### src/rtl/svnet_ram_arbiter.sv
// Round-robin arbiter that shares one svnet_ram between NUM_CLIENTS requesters,
// tagging in-flight reads so returned data is routed back to the right client.
module svnet_ram_arbiter #(
    parameter int NUM_CLIENTS = 2,
    parameter int WIDTH       = 1,
    parameter int DEPTH       = 1,
    localparam int AW = (DEPTH > 1) ? $clog2(DEPTH) : 1,
    localparam int IW = (NUM_CLIENTS > 1) ? $clog2(NUM_CLIENTS) : 1
) (
    input  logic                                clk,
    input  logic                                rst_n,
    input  logic [NUM_CLIENTS-1:0]              client_req,
    input  logic [NUM_CLIENTS-1:0]              client_write,
    input  logic [NUM_CLIENTS-1:0][AW-1:0]      client_address,
    input  logic [NUM_CLIENTS-1:0][WIDTH-1:0]   client_write_data,
    output logic [NUM_CLIENTS-1:0]              client_grant,
    output logic [NUM_CLIENTS-1:0]              client_read_data_valid,
    output logic [WIDTH-1:0]                    client_read_data,
    output logic                                ram_write,
    output logic [AW-1:0]                       ram_write_address,
    output logic [WIDTH-1:0]                    ram_write_data,
    output logic                                ram_read,
    output logic [AW-1:0]                       ram_read_address,
    input  logic                                ram_read_data_valid,
    input  logic [WIDTH-1:0]                    ram_read_data,
    output logic                                address_error
);

    logic [IW-1:0]    ptr;
    logic [IW-1:0]    gidx;
    logic             any;
    logic             addr_bad;
    int unsigned      scan;
    logic [IW-1:0]    issue_idx;
    logic             tag1_v, tag2_v;
    logic [IW-1:0]    tag1_i, tag2_i;

    // Grant is forced low during reset so no request is seen as accepted.
    always_comb begin
        client_grant = '0;
        gidx         = '0;
        any          = 1'b0;
        scan         = 0;
        for (int i = 0; i < NUM_CLIENTS; i++) begin
            scan = (32'(ptr) + 32'(i)) % 32'(NUM_CLIENTS);
            if (!any && rst_n && client_req[IW'(scan)]) begin
                any  = 1'b1;
                gidx = IW'(scan);
            end
        end
        if (any) client_grant[gidx] = 1'b1;
    end

    assign addr_bad = any && (32'(client_address[gidx]) >= 32'(DEPTH));

    always_ff @(posedge clk or negedge rst_n) begin
        if (!rst_n) begin
            ptr               <= '0;
            ram_write         <= 1'b0;
            ram_read          <= 1'b0;
            ram_write_address <= '0;
            ram_write_data    <= '0;
            ram_read_address  <= '0;
            issue_idx         <= '0;
            tag1_v            <= 1'b0;
            tag1_i            <= '0;
            tag2_v            <= 1'b0;
            tag2_i            <= '0;
            address_error     <= 1'b0;
        end else begin
            ram_write <= 1'b0;
            ram_read  <= 1'b0;
            if (any) begin
                ptr <= (gidx == IW'(NUM_CLIENTS - 1)) ? '0 : gidx + 1'b1;
                if (addr_bad) begin
                    address_error <= 1'b1;
                end else if (client_write[gidx]) begin
                    ram_write         <= 1'b1;
                    ram_write_address <= client_address[gidx];
                    ram_write_data    <= client_write_data[gidx];
                end else begin
                    ram_read          <= 1'b1;
                    ram_read_address  <= client_address[gidx];
                    issue_idx         <= gidx;
                end
            end
            // Tags trail ram_read by the RAM's two-cycle read-to-valid delay.
            tag1_v <= ram_read;
            tag1_i <= issue_idx;
            tag2_v <= tag1_v;
            tag2_i <= tag1_i;
        end
    end

    always_comb begin
        client_read_data_valid = '0;
        if (ram_read_data_valid && tag2_v) client_read_data_valid[tag2_i] = 1'b1;
    end

    assign client_read_data = ram_read_data;

    cover property (@(posedge clk) disable iff (!rst_n) addr_bad);

    tag_integrity: assert property (@(posedge clk) disable iff (!rst_n)
        ram_read_data_valid == tag2_v);

endmodule

### config.mk
export PLATFORM = sky130hd
export DESIGN_NAME = svnet_ram_arbiter
export DESIGN_NICKNAME = d
export VERILOG_FILES = /design/src/rtl/svnet_ram_arbiter.sv
export SDC_FILE = /design/constraint.sdc
export NUM_CORES = 1
export LEC_CHECK = 0
export ABC_AREA = 1
export BUFFER_PORTS_ARGS = -buffer_cell sky130_fd_sc_hd__buf_2
export CORE_MARGIN = 5
export CORE_UTILIZATION = 39
export DETAILED_ROUTE_END_ITERATION = 8
export PLACE_DENSITY = 0.7
export SETUP_SLACK_MARGIN = 0.2
export SLEW_MARGIN = 20
export SYNTH_ARGS = -nofsm -noshare
export SYNTH_HDL_FRONTEND = slang
export SYNTH_SLANG_ARGS = --single-unit
### constraint.sdc
create_clock -name clk -period 1.1 [get_ports clk]
set_input_delay 0.22 -clock clk [delete_from_list [all_inputs] [get_ports clk]]
set_output_delay 0.22 -clock clk [all_outputs]
set_load 0.01 [all_outputs]
==> results.md <==
- The detailed-route wire length per cell is 12.4 um.
- In this run, synthesis produced a sequential element count of 12.
- Of the cells placed in the final design, the portion with a size suffix greater than 1 is about 58%.
- The count of pins over their slew limit came to 0.
- At the end of the flow, the number of nets in the layout was ~110.
- In this run the mean area of a mapped cell was 8.90 um^2.
- The number of endpoints failing setup at the final stage is 9.
- Among all stages on the critical path, the largest delay is contributed by sky130_fd_sc_hd__dfrtp_1.
- The clock arrives with between 0.005 and 0.006 ns of skew.
- Internal power comes to 0.817 mW.
- During synthesis, Yosys emitted a total of 0 warnings.
- The signal on the critical path passes through inv_2 > nand2_4 > nand2_4 > inv_4 > nor2_4 > buf_6.
- The area growth from synthesis to layout is 61.1%.
- After detailed placement, the design holds a cell count of 97.
- The sequential fraction of the synthesis area is between 50% and 60%.
- Counting every instance in the synthesized netlist gives 61.
- The count of flip-flops with a built-in enable after synthesis is 0.
- The floorplan die area is about 0.0022 mm^2.
- The instance area after placement is slightly below 700 um^2.
- The run finished, with violations left.
- The relative slew slack is 89.6%.
- The initial utilization of the core area, before any placement, comes to between 40% and 50%.
- The ratio of routed vias to standard cells is 4.58.
- The required time of the critical path is roughly 0.88 ns.
- The horizontal die dimension is 47.3 um.
- The wire length of the first global-routing pass is about 2000 um.
- The worst-margin pin slew is about 0.16 ns.
- The number of optimization iterations in the first detailed-route pass is 4.
- The highest clock frequency the design can meet is 748 MHz.
- The critical path's most frequent cell is sky130_fd_sc_hd__nand2_4.
- For this run, the leading register cell type out of synthesis is sky130_fd_sc_hd__dfrtp_1.
- In this run the static leakage power is 0.499 nW.
- The delay of the slowest critical-path stage is between 0.3 and 0.4 ns.
- The floorplan step set the die height to about 47 um.
- The period utilization is 121%.
- The detail route stage leaves a number of antenna-violating nets equal to 0.
- The worst-path maximum fanout is 3.
- The number of clock sinks seen by CTS is 12.
- The largest total area in the synthesized netlist belongs to sky130_fd_sc_hd__dfrtp_1.
- The number of design-rule violations left by the first detailed-router iteration is 17.
- The number of clock buffers inserted by TritonCTS is 3.
- The shortest clock period the worst path allows after layout is 1.34 ns.
- The area share of the largest cell type after synthesis is a little under three fifths.
- The logic gate share of total power is 24.1%.
- Once routing completed, OpenROAD measured the worst setup slack at -0.236 ns.
- Dividing total power by cell area gives a power density of 1280 mW/mm^2.
- VDD sags by at most approximately 520 uV.
- The clock tree root buffer cell is sky130_fd_sc_hd__clkbuf_4.
- After clock tree synthesis, the clock-pin slew on the worst setup and hold paths is approximately 0.08 ns.
- The commonest cells after synthesis are sky130_fd_sc_hd__nand2_1 (15), sky130_fd_sc_hd__dfrtp_1 (12), sky130_fd_sc_hd__inv_1 (7), sky130_fd_sc_hd__inv_2 (5), sky130_fd_sc_hd__nand3_1 (4).
- In this run, the clock network consumes between 30% and 40% of the power.
- Wires add up to ~1400 um.
- The switching part of the total power is between 20% and 30%.
- The number of global-route vias before repair is 492.
- Routability-driven placement finished with a final weighted congestion of roughly 0.93.
- The pin count of the biggest net entering global routing is 13.
- The checks that failed: setup timing.
- After floorplanning, the core was sized to cover around 0.0013 mm^2.
- 0 antenna diodes ended up in the layout.
- The initial antenna violation count is 0.
- Summed over all layers, the global routing overflow is 0.
- The non-filler instance count after layout is ~110.
- Setup repair after global routing could not meet its margin everywhere.
- The number of vias after detailed routing is between 500 and 600.
- Detailed placement ended at an HPWL of about 850 um.
- Sorting the synthesized cells by area gives the leading types as sky130_fd_sc_hd__dfrtp_1 (55%), sky130_fd_sc_hd__nand2_1 (10%), sky130_fd_sc_hd__inv_1 (4.8%), sky130_fd_sc_hd__nand3_1 (3.7%), sky130_fd_sc_hd__nand3_2 (3.7%).
- Data arrives at the worst endpoint at ~1.1 ns.
- The placement row count is 13.
- The clock tree from TritonCTS is done.
- The critical path in this run is classified as reg2out.
- The worst-case hold slack is between 0.3 and 0.4 ns.
- Counting flops with an async set or reset pin after synthesis yields a share of 100%.
- In the routed design, unresolved DRC markers number 0.
- At the later pin of the worst-skew pair, clock insertion delay measures between 0.2 and 0.3 ns.
- The startpoint type of the worst setup path is a flop.
- Port buffering added 20 buffers.
- STA classifies the critical path endpoint as an output pin.
- Counting along the longest clock path gives a buffer depth of 2.
- The number of hold violations in the final report is 0.
- Registers are responsible for between 40% and 50% of the overall power.
- After routing the design area is around 870 um^2.
- Summed over all nets, the switching power comes to about 0.3 mW.
- The global-route usage over all layers is 13.2%.
- The distinct cell type count after synthesis is 15.
- The boundary pin count is 23.
- The worst hold path belongs to the class in2reg.
- The mapped netlist covers between 500 and 600 um^2.
- The number of nets in the synthesized netlist is 73.
- The number of levels the H-tree was split into is 1.
- The number of maximum-capacitance constraint violations is 0.
- Among all cell types in the netlist, the one instantiated most often is sky130_fd_sc_hd__nand2_1.
- Timing analysis after detailed placement gives a worst setup slack of around 0.016 ns.
[final timing paths]
path | startpoint | to | slack (ns) | cells past startpoint
max | ptr | client_grant[0] | -0.24 | 6
min in group asynchronous | rst_n | ptr | 0.45 | 3
max reg2reg | ptr | issue_idx | -0.22 | 11
max in group asynchronous | rst_n | tag1_v | 0.49 | 3
min | client_write[0] | ram_write | 0.32 | 5
min reg2reg | tag1_i | tag2_i | 0.34 | 0
[sequential cells by signal, indices dropped and copies added, names as in the netlist]
name               flops
ram_write_address      1
issue_idx              1
ram_read               1
ram_write              1
tag1_i                 1
ram_write_data         1
ram_read_address       1
ptr                    1
tag2_i                 1
address_error          1
tag2_v                 1
tag1_v                 1
[cell usage in the layout (no fill, tap or decap), drive strengths merged, types with 2 or more instances in the layout]
master   n
nor2     6
nand3    6
nand2   19
clkbuf   4
inv     12
dfrtp   12
buf     34
o21bai   2
[area by class of cell]
class / count / area [um^2]
tap: 15 / 18.8
inverter: 12 / 47.5
multi-input combinational: 36 / 233
clock buffer: 4 / 36.3
sequential: 12 / 300
timing repair buffer: 35 / 239
fill: 106 / 427
[stage by stage]
step	util [%]	total power [mW]	setup TNS, ns
finish	67.2	1.12	-1.66
global route	67.2	1.17	-2.28
CTS	62.8	1.09	-1.42
detailed placement	52.2	0.685	0
global placement	52.2	0.681	0
floorplan	-	0.615	0
[repair_timing]
action | 4_1_cts | 5_1_grt
hold buffers | 1 | 0
setup buffers | 8 | 4
endpoints found under the hold margin | 12 | 0
setup endpoints to repair | 18 | 18
gates resized for setup | 8 | 6
pin swaps | 7 | 9
[cell families (layout without fill, tap and decap cells)]
logic type,count (synthesis),in the layout,share of synthesized area (%)
buffers and inverters,13,51,9.68
DFF,12,12,55.3
AOI/OAI and AO/OA,3,3,3.68
and+or+nand+nor,33,33,31.3
[critical path: cells and delay by family, from the launching register on]
kind / cells / cell delay, ns
simple gates: 3 / 0.22
buf+inv: 3 / 0.24
flops: 1 / 0.39
[metal layers]
layer / vias up / GRT usage [%] / wire length [um]
li1: 260 / - / -
met3: 4 / 1.53 / 103
met5: - / 0 / 0
met2: 23 / 20.3 / 665
met1: 235 / 16.7 / 608
met4: 0 / 9.94 / 29
[power groups by stage]
stage | clock network, mW | logic [mW] | registers [mW]
floorplan | 0 | 0.0983 | 0.516
finish | 0.349 | 0.269 | 0.501
global placement | 0 | 0.172 | 0.509
CTS | 0.357 | 0.231 | 0.500
detailed placement | 0 | 0.175 | 0.510
global route | 0.367 | 0.298 | 0.505
No activity file was read; power rests on OpenSTA's default activity.
